File: src/rtl/fsm_step_counter_if.sv
// ---------------------------------------------------------------------------
// fsm_step_counter_if
// ---------------------------------------------------------------------------
// Purpose:
//    Groups the operator-facing signals of the step counter into one bundle.
//    The controlling side (board glue, testbench) uses the master modport.
//    The counter itself uses the slave modport.
//
// Signal summary (direction seen from the counter / slave side):
//    step       in   1      debounced pushbutton level, asynchronous to the
//                           clock; each rising edge requests one operation
//    mode       in   2      00 hold, 01 +1, 10 +STEP, 11 -1
//    clear      in   1      synchronous clear to zero
//    load       in   1      synchronous parallel load
//    loadValue  in   WIDTH  value taken on load (clamped to MODULUS-1)
//    count      out  WIDTH  registered count value
//    wrap       out  1      one-cycle pulse, the last update wrapped/clamped
//    atZero     out  1      count == 0
//    atMax      out  1      count == MODULUS-1
// ---------------------------------------------------------------------------
interface fsm_step_counter_if #(
   parameter int WIDTH = 4
);

   logic             step;
   logic [1:0]       mode;
   logic             clear;
   logic             load;
   logic [WIDTH-1:0] loadValue;
   logic [WIDTH-1:0] count;
   logic             wrap;
   logic             atZero;
   logic             atMax;

   // The controller drives the request side and observes the count.
   modport master (
      output step,
      output mode,
      output clear,
      output load,
      output loadValue,
      input  count,
      input  wrap,
      input  atZero,
      input  atMax
   );

   // The counter consumes the requests and publishes its state.
   modport slave (
      input  step,
      input  mode,
      input  clear,
      input  load,
      input  loadValue,
      output count,
      output wrap,
      output atZero,
      output atMax
   );

endinterface

File: src/rtl/fsm_step_counter.sv
// ---------------------------------------------------------------------------
// fsm_step_counter
// ---------------------------------------------------------------------------
// Purpose:
//    Parametrised modulo up/down step counter running on the system clock.
//    A debounced pushbutton level (step) is synchronised with two flops and
//    edge-detected with a third, so each press yields exactly one operation
//    regardless of how long the button is held. On that operation the
//    count holds, adds 1, adds STEP or subtracts 1 according to mode.
//    Results outside 0..MODULUS-1 either wrap (SATURATE=0) or clamp
//    (SATURATE=1); either event raises the one-cycle wrap flag.
//    Clear and load are synchronous and take priority over a pending step
//    pulse, which they consume rather than defer.
//
// Parameters:
//    WIDTH     counter width in bits
//    MODULUS   count range is 0..MODULUS-1, 2 <= MODULUS <= 2**WIDTH
//    STEP      increment used for mode 10, 1 <= STEP <= MODULUS-1
//    SATURATE  0 = modulo wrap at both ends, 1 = clamp at both ends
//
// Ports:
//    i_clk     in   1   system clock, rising edge
//    i_rst_n   in   1   asynchronous active-low reset
//    bus       slave modport of fsm_step_counter_if (see that file)
// ---------------------------------------------------------------------------
module fsm_step_counter #(
   parameter int WIDTH    = 4,
   parameter int MODULUS  = 10,
   parameter int STEP     = 2,
   parameter int SATURATE = 0
) (
   input  logic                  i_clk,
   input  logic                  i_rst_n,
   fsm_step_counter_if.slave     bus
);

   // Operation select as seen on the mode lines.
   typedef enum logic [1:0] {
      MODE_HOLD = 2'b00,
      MODE_INC  = 2'b01,
      MODE_STEP = 2'b10,
      MODE_DEC  = 2'b11
   } mode_e;

   // Arithmetic is done one bit wider than the count so that count+STEP
   // can never overflow before it is compared against the modulus.
   localparam int               W_EXT    = WIDTH + 1;
   localparam logic [WIDTH:0]   MOD_EXT  = W_EXT'(MODULUS);
   localparam logic [WIDTH:0]   STEP_EXT = W_EXT'(STEP);
   localparam logic [WIDTH:0]   ONE_EXT  = W_EXT'(1);
   localparam logic [WIDTH-1:0] MAX_VAL  = WIDTH'(MODULUS - 1);
   localparam logic [WIDTH-1:0] ONE_VAL  = WIDTH'(1);
   localparam logic             SAT_ON   = (SATURATE != 0);

   // Synchroniser / edge-detector chain and the derived one-cycle pulse.
   logic             r_s1;
   logic             r_s2;
   logic             r_s3;
   logic             w_pulse;

   // Architectural state of the counter.
   logic [WIDTH-1:0] r_count;
   logic             r_wrap;

   // Next-state candidates computed combinationally.
   mode_e            w_mode;
   logic [WIDTH:0]   w_sum;
   logic [WIDTH-1:0] w_stepNext;
   logic             w_stepWrap;
   logic [WIDTH-1:0] w_loadNext;

   assign w_mode  = mode_e'(bus.mode);

   // A press is recognised when the synchronised level has just risen:
   // r_s2 is the first flop safe to use, r_s3 is its one-cycle-old copy.
   assign w_pulse = r_s2 & ~r_s3;

   // Synchroniser for the asynchronous pushbutton level. r_s1 may go
   // metastable; r_s2 gives it a full cycle to settle; r_s3 remembers the
   // previous settled level for rising-edge detection. Reset empties the
   // chain, which also discards any pulse that was in flight.
   always_ff @(posedge i_clk or negedge i_rst_n) begin
      if (!i_rst_n) begin
         r_s1 <= 1'b0;
         r_s2 <= 1'b0;
         r_s3 <= 1'b0;
      end else begin
         r_s1 <= bus.step;
         r_s2 <= r_s1;
         r_s3 <= r_s2;
      end
   end

   // Result of a step operation for the currently selected mode, together
   // with whether it had to wrap or clamp. For increments the widened sum
   // is compared against the modulus; anything at or above it is out of
   // range. In saturate mode an out-of-range sum always differs from the
   // clamped MODULUS-1, so the flag is raised for every such case,
   // including an increment while already at the top. A decrement can
   // only leave the range from zero.
   always_comb begin
      w_sum      = {1'b0, r_count};
      w_stepNext = r_count;
      w_stepWrap = 1'b0;
      unique case (w_mode)
         MODE_HOLD: begin
            w_stepNext = r_count;
            w_stepWrap = 1'b0;
         end
         MODE_INC, MODE_STEP: begin
            if (w_mode == MODE_INC) begin
               w_sum = {1'b0, r_count} + ONE_EXT;
            end else begin
               w_sum = {1'b0, r_count} + STEP_EXT;
            end
            if (w_sum >= MOD_EXT) begin
               w_stepWrap = 1'b1;
               if (SAT_ON) begin
                  w_stepNext = MAX_VAL;
               end else begin
                  w_stepNext = WIDTH'(w_sum - MOD_EXT);
               end
            end else begin
               w_stepNext = w_sum[WIDTH-1:0];
            end
         end
         MODE_DEC: begin
            if (r_count == '0) begin
               w_stepWrap = 1'b1;
               if (SAT_ON) begin
                  w_stepNext = '0;
               end else begin
                  w_stepNext = MAX_VAL;
               end
            end else begin
               w_stepNext = r_count - ONE_VAL;
            end
         end
         default: begin
            w_stepNext = r_count;
            w_stepWrap = 1'b0;
         end
      endcase
   end

   // A load value outside the count range is pinned to the top value so
   // the counter can never hold an illegal state. When MODULUS equals
   // 2**WIDTH this comparison is never true and the value passes through.
   always_comb begin
      w_loadNext = bus.loadValue;
      if ({1'b0, bus.loadValue} >= MOD_EXT) begin
         w_loadNext = MAX_VAL;
      end
   end

   // Counter register. Priority on each edge is clear, then load, then a
   // step pulse, otherwise hold. A clear or load that coincides with a
   // pulse simply wins; the pulse is not remembered, because the edge
   // detector has already moved on. The wrap flag is rewritten every
   // cycle, so it is high for exactly the cycle after a wrapping update.
   always_ff @(posedge i_clk or negedge i_rst_n) begin
      if (!i_rst_n) begin
         r_count <= '0;
         r_wrap  <= 1'b0;
      end else if (bus.clear) begin
         r_count <= '0;
         r_wrap  <= 1'b0;
      end else if (bus.load) begin
         r_count <= w_loadNext;
         r_wrap  <= 1'b0;
      end else if (w_pulse) begin
         r_count <= w_stepNext;
         r_wrap  <= w_stepWrap;
      end else begin
         r_wrap  <= 1'b0;
      end
   end

   // Status flags are decoded straight from the count register so they
   // track it with no extra latency and carry no state of their own.
   assign bus.count  = r_count;
   assign bus.wrap   = r_wrap;
   assign bus.atZero = (r_count == '0);
   assign bus.atMax  = (r_count == MAX_VAL);

endmodule

File: src/flat_wrapper.sv
// flat-port wrapper written by rule: the top's interface ports become plain ports
module fsm_step_counter_flat 
#(
   parameter int WIDTH    = 4,
   parameter int MODULUS  = 10,
   parameter int STEP     = 2,
   parameter int SATURATE = 0
)
  (i_clk, i_rst_n, bus_step, bus_mode, bus_clear, bus_load, bus_loadValue, bus_count, bus_wrap, bus_atZero, bus_atMax);
  fsm_step_counter_if #(.WIDTH(WIDTH)) bus_i ();
  input  logic i_clk;
  input  logic i_rst_n;
  input wire logic [$bits(bus_i.step)-1:0] bus_step;
  input wire logic [$bits(bus_i.mode)-1:0] bus_mode;
  input wire logic [$bits(bus_i.clear)-1:0] bus_clear;
  input wire logic [$bits(bus_i.load)-1:0] bus_load;
  input wire logic [$bits(bus_i.loadValue)-1:0] bus_loadValue;
  output wire logic [$bits(bus_i.count)-1:0] bus_count;
  output wire logic [$bits(bus_i.wrap)-1:0] bus_wrap;
  output wire logic [$bits(bus_i.atZero)-1:0] bus_atZero;
  output wire logic [$bits(bus_i.atMax)-1:0] bus_atMax;
  assign bus_i.step = bus_step;
  assign bus_i.mode = bus_mode;
  assign bus_i.clear = bus_clear;
  assign bus_i.load = bus_load;
  assign bus_i.loadValue = bus_loadValue;
  assign bus_count = bus_i.count;
  assign bus_wrap = bus_i.wrap;
  assign bus_atZero = bus_i.atZero;
  assign bus_atMax = bus_i.atMax;
  fsm_step_counter #(.WIDTH(WIDTH), .MODULUS(MODULUS), .STEP(STEP), .SATURATE(SATURATE)) u_core (.i_clk(i_clk), .i_rst_n(i_rst_n), .bus(bus_i));
endmodule
File: config.mk
export PLATFORM = sky130hd
export DESIGN_NAME = fsm_step_counter_flat
export DESIGN_NICKNAME = d
export VERILOG_FILES = /design/src/rtl/fsm_step_counter_if.sv /design/src/rtl/fsm_step_counter.sv /design/src/flat_wrapper.sv
export SDC_FILE = /design/constraint.sdc
export NUM_CORES = 1
export LEC_CHECK = 0
export BUFFER_PORTS_ARGS = -buffer_cell sky130_fd_sc_hd__buf_2
export CAP_MARGIN = 20
export CORE_MARGIN = 2
export CORE_UTILIZATION = 55
export CTS_BUF_LIST = sky130_fd_sc_hd__clkbuf_2 sky130_fd_sc_hd__clkbuf_4 sky130_fd_sc_hd__clkbuf_8
export CTS_CLUSTER_DIAMETER = 80
export DETAILED_ROUTE_END_ITERATION = 7
export PLACE_DENSITY = 0.77
export SKIP_CTS_REPAIR_TIMING = 1
export SYNTH_ARGS = -nofsm -noshare
export SYNTH_HDL_FRONTEND = slang
export SYNTH_SLANG_ARGS = --single-unit
File: constraint.sdc
create_clock -name i_clk -period 3.6 [get_ports i_clk]
set_input_delay 0.18 -clock i_clk [delete_from_list [all_inputs] [get_ports i_clk]]
set_output_delay 0.18 -clock i_clk [all_outputs]
set_load 0.05 [all_outputs]
-- Yosys cells after proc, flatten, opt, wreduce, memory -nomap -nowiden
Cells that the tools add are included.
Widths: inputs -> output; s select.
- bits in registers: 8
- input port bits: 11
- output and inout port bits: 7
- word-level logic and storage cells: 38
- add/subtract/negate cells: 4
- $lt $le $gt $ge: 2
- equality and inequality tests: 5
- multiplexer cells: 15
- bitwise gates (word level): 2
- reductions and logical operators: 5
- operators by type and width (kind ; count):
    $mux 4 ; 6
    $mux 5 ; 2
    $pmux 4 s2 ; 1
    $add 4x1->5 const B ; 1
    $add 4x2->5 const B ; 1
    $ge 5x4->1 const B ; 1
    $mux 1 ; 5
    $eq 2x2->1 const B ; 2
    $eq 4x4->1 const B ; 1
    $ge 4x4->1 const B ; 1
    $logic_not 4->1 ; 1
    $sub 4x1->4 const B ; 1
    $sub 4x4->4 const B ; 1
    $ne 3x3->1 const B ; 1
    $pmux 1 s3 ; 1
    $reduce_bool 3->1 ; 1
    $eq 2x1->1 const B ; 1
    $logic_not 2->1 ; 1
    $reduce_and 2->1 ; 1
    $reduce_or 2->1 ; 1
    $and 1x1->1 ; 1
    $not 1->1 ; 1

-- Depth between registers and ports, before layout
- depth after elaboration: 9
- mapped depth: 12
- gate-level depth less buffers: 11

-- Least setup slack after synthesis
No wires, ideal clock.
- kind: register -> register
- start: register u_core.r_count[1], in the netlist u_core.bus.count[1]
- end: register u_core.r_count[0], in the netlist u_core.bus.count[0]
- setup time: 99 ps
- arrival time: 2924 ps
- data required time: 3501 ps
- path slack: 576 ps
- stages on the path, launching flop included: 8
- buffers on the path: 0
- clock period less this slack: 3024 ps
- cells stage by stage: dfrtp_1 -> inv_1 -> ha_1 -> nor3b_1 -> nand2_1 -> nand2b_1 -> a211oi_1 -> a311oi_1
- elaborated cells on any way between the ends: 12
- those cells by class: add/sub: 2; order compare: 1; mux: 8; reduce/logical: 1
- RTL lines (what ; RTL line ; RTL):
    start: declaration ; fsm_step_counter.sv:62 ; logic [WIDTH-1:0] r_count;
    start signal: assignment ; fsm_step_counter.sv:169 ; r_count <= w_loadNext;
    start signal: assignment ; fsm_step_counter.sv:172 ; r_count <= w_stepNext;
    $logic_not 4->1 ; n/a ;
    named net bus_atZero ; flat_wrapper.sv:20 ; output wire logic [$bits(bus_i.atZero)-1:0] bus_atZero;
    $mux 4 ; fsm_step_counter.sv:128 ; if (r_count == '0) begin
    $pmux 4 s2 ; fsm_step_counter.sv:105 ; unique case (w_mode)
    $mux 4 ; fsm_step_counter.sv:171 ; end else if (w_pulse) begin
    $mux 4 ; fsm_step_counter.sv:168 ; end else if (bus.load) begin
    $mux 4 ; fsm_step_counter.sv:165 ; end else if (bus.clear) begin
The timed path passes the listed nets, and every way through them passes these cells. The select of a mux whose other input is x is not followed.
A chain may end at the register's enable or synchronous reset.

-- Final worst setup path
- start: register u_core.r_count[2], in the netlist u_core.bus.count[2]
- end: register u_core.r_count[2], in the netlist u_core.bus.count[2]
- word-level cells in the longest chain between the ends: 9
- elaborated cells on any way between the ends: 14
- those cells by class: add/sub: 4; order compare: 1; mux: 8; reduce/logical: 1
- RTL lines (what ; RTL line ; RTL):
    $add 4x2->5 / $add 4x1->5 (equally long branches) ; fsm_step_counter.sv:114, fsm_step_counter.sv:112 ;
    $mux 5 ; fsm_step_counter.sv:111 ; if (w_mode == MODE_INC) begin
    $mux 5 ; fsm_step_counter.sv:105 ;
    $sub 4x4->4 / $ge 5x4->1 (equally long branches) ; fsm_step_counter.sv:121, fsm_step_counter.sv:116 ;
    $mux 4 ; fsm_step_counter.sv:116 ; if (w_sum >= MOD_EXT) begin
    $pmux 4 s2 (*) ; fsm_step_counter.sv:105 ;
    $mux 4 (*) ; fsm_step_counter.sv:171 ;
    $mux 4 (*) ; fsm_step_counter.sv:168 ;
    $mux 4 (*) ; fsm_step_counter.sv:165 ;
Mark *: on every way between the ends. The rest lies on a longest branch, timed or not. The select of a mux whose other input is x is not followed.

==> results_dict.tcl <==
set metrics [dict create \
    p_switching_uw 111 \
    ys_top_cells_by_area "dfrtp_1, ha_1, o21ai_0" \
    synth-seq-cells 8 \
    post_layout_nonfiller_instances 131 \
    antennaDiodeCount 0 \
    grt_overflow 0 \
    insertion_delay_ns 0.26 \
    critical_path.endpoint_type "flip-flop" \
    crit_required_ns 3.73 \
    grt_pass1_wl_microns 3330 \
    antenna_left 0 \
    grt_pass1_vias 758 \
    internal-power_uw 172 \
    drive_gt1_share_pct 23.5 \
    nets 140 \
    cap_violations 0 \
    layout_min_cycle_time_ns 2.69 \
    p_per_area_nw_per_um2 296 \
    async_flop_share_pct 100 \
    wirelength_microns 1950 \
    numCtsBuffers 3 \
    syn_to_final_growth_pct 14.3 \
    synthDistinctLibCells 36 \
    cts_max_path_buffers 2 \
    drt_first_pass_iters 4 \
    syn-num-nets 120 \
    synth_top_area_share_pct 23.9 \
    synth_top_area_cell "dfrtp_1" \
    post-route-period-util_pct 74.7 \
    numPortBuffers 17 \
    yosysWarnings 0 \
    cp-start-kind "flip-flop" \
    p_leak_uw 0.000460 \
    syn_area_sq_um 837 \
    fmax_mhz 372 \
    cts_sinks 8 \
    p_clk_share_pct 26.4 \
    switching_share_pct 39.2 \
    drt_iter0_markers 18 \
    slew_headroom_pct 74.8 \
    worst_slew_pin_slew_ns 0.377 \
    fp-row-count 14 \
    synth_cells 97 \
    setup_viol 0 \
    ys_seq_area_share_pct 23.9 \
    track_usage_pct 23.9 \
    core_area_sq_um 1470 \
    syn_avg_cell_area_sq_um 8.63 \
    critical_path_class "reg -> reg" \
    rsz0062_at_grt "false" \
    hp-class "in -> reg" \
    cts_max_level 1 \
    io_pins 18 \
    synth-edff-count 0 \
    finalSetupTns_ns 0 \
    skew_ns 0.00801 \
    combinationalPowerShare_pct 37.2 \
    cts.reportedPaths.clkPinSlew_ns 0.07 \
    clock-root-buffer "clkbuf_4" \
    cts_tree "done" \
    initial_core_util_pct 56.9 \
    viasPerCell 6.15 \
    critical_path.max_fanout 9 \
    die_y_microns 43.0 \
    dp.cells 127 \
    antenna_found_initial 0 \
    drcViolationCount 0 \
    wl_per_cell_microns 14.9 \
    hold_viol 0 \
    fp.dieW_microns 43.0 \
    synth_ff_type "dfrtp_1" \
    ir_drop_v 0.000226 \
    die_area_sq_um 1850 \
    hpwl_microns 1520 \
    finalWeightedCongestion 0.884 \
    dr_total_vias 806 \
    outcome "complete, no violations" \
    slew_viol_final 0 \
    critical_path_arrival_ns 2.82 \
    p_seq_share_pct 36.4 \
    grt_max_degree 11 \
]
## area by class of cell
| class | instances | area, sq um |
|---|---|---|
| tap | 16 | 20.0 |
| inverter | 10 | 37.5 |
| sequential | 8 | 200 |
| timing repair buffer | 18 | 95.1 |
| fill | 134 | 514 |
| multi-input combinational | 76 | 582 |
| clock buffer | 3 | 22.5 |
## path summary, 6_finish.rpt
| path | start | to | slack, ns | cells past startpoint |
|---|---|---|---|---|
| max in group asynchronous | i_rst_n | u_core.r_s3$_DFF_PN0_ | 3.12 | 2 |
| max reg2reg | u_core.bus.count[2]$_DFFE_PN0P_ | u_core.bus.count[2]$_DFFE_PN0P_ | 0.91 | 10 |
| min reg2reg | u_core.r_s1$_DFF_PN0_ | u_core.r_s2$_DFF_PN0_ | 0.35 | 0 |
| min in group asynchronous | i_rst_n | u_core.bus.wrap$_DFF_PN0_ | 0.29 | 2 |
| min | bus_step | u_core.r_s1$_DFF_PN0_ | 0.04 | 1 |
| max | u_core.bus.count[2]$_DFFE_PN0P_ | u_core.bus.count[2]$_DFFE_PN0P_ | 0.91 | 10 |
## flip-flops by register name, indices dropped and copies added (netlist names)
name              cells
u_core.bus.wrap       1
u_core.r_s1           1
u_core.bus.count      4
u_core.r_s2           1
u_core.r_s3           1
## stage by stage
step	worst slack, ns	hold slack, ns	power [uW]	cell area (sq um)	utilization [%]
2_1_floorplan	0.576	-0.116	180	837	-
3_3_place_gp	1.03	0.0310	204	925	62.8
3_5_place_dp	0.958	0.0367	207	925	62.8
4_1_cts	0.935	-0.235	279	947	64.4
5_1_grt	0.739	0.0320	299	957	65.1
6_report	0.912	0.0359	283	957	65.1
## power by group through the flow
| stage | Clock (uW) | Sequential, uW | Combinational (uW) |
|---|---|---|---|
| 5_1_grt | 79.4 | 103 | 116 |
| 6_report | 74.7 | 103 | 105 |
| 3_3_place_gp | 0 | 104 | 101 |
| 2_1_floorplan | 0 | 112 | 68.1 |
| 4_1_cts | 72.8 | 102 | 104 |
| 3_5_place_dp | 0 | 104 | 103 |
## Yosys cell counts, drive strengths merged, types with 2 or more instances
cell type / count
ha: 12
inv: 10
dfrtp: 8
o21ai: 8
nor2: 7
nor3: 5
and3: 4
nand2: 4
a211oi: 3
a21oi: 3
a31oi: 3
buf: 3
nand2b: 3
nand3: 3
a311oi: 2
nor2b: 2
nor3b: 2
o31a: 2
## logic make-up (layout without fill, tap and decap cells)
kind of cell    Yosys count  in the layout  synth area share, %
buf+inv                  13             31                 6.58
fa+ha+maj                12             12                 17.9
compound gates           27             27                 23.6
flops                     8              8                 23.9
xor+xnor                  2              2                 2.09
simple gates             33             33                 23.3
mux                       2              2                 2.54
## per-layer routing
layer / vias up / global-route usage [%] / routed length, microns
li1: 390 / - / -
met1: 377 / 30.3 / 853
met2: 31 / 41.5 / 969
met3: 8 / 3.83 / 90
met4: 0 / 7.27 / 38
met5: - / 0 / 0
## critical path, stage by stage (launching register included)
cell and delay (ns):
dfrtp_1 0.50, inv_1 0.16, ha_1 0.30, nor2_1 0.04
a21oi_1 0.30, inv_1 0.08, ha_1 0.23, a211o_1 0.29
and3_4 0.19, a2111oi_4 0.33, a211oi_1 0.13
## cells in the final DEF (no fill, tap or decap), types with 2 or more instances in the layout
| master | instances |
|---|---|
| o31a_1 | 2 |
| a21oi_1 | 3 |
| nor2_1 | 7 |
| o21ai_0 | 8 |
| clkbuf_4 | 3 |
| dfrtp_1 | 8 |
| nor2b_1 | 2 |
| and3_2 | 2 |
| nor3_1 | 5 |
| nand2b_1 | 2 |
| a211oi_1 | 3 |
| nand3_1 | 3 |
| a311oi_1 | 2 |
| nand2_1 | 4 |
| inv_1 | 10 |
| ha_1 | 12 |
| buf_2 | 17 |
| a31oi_1 | 3 |
Note: power is estimated with default switching activity, not from simulation.
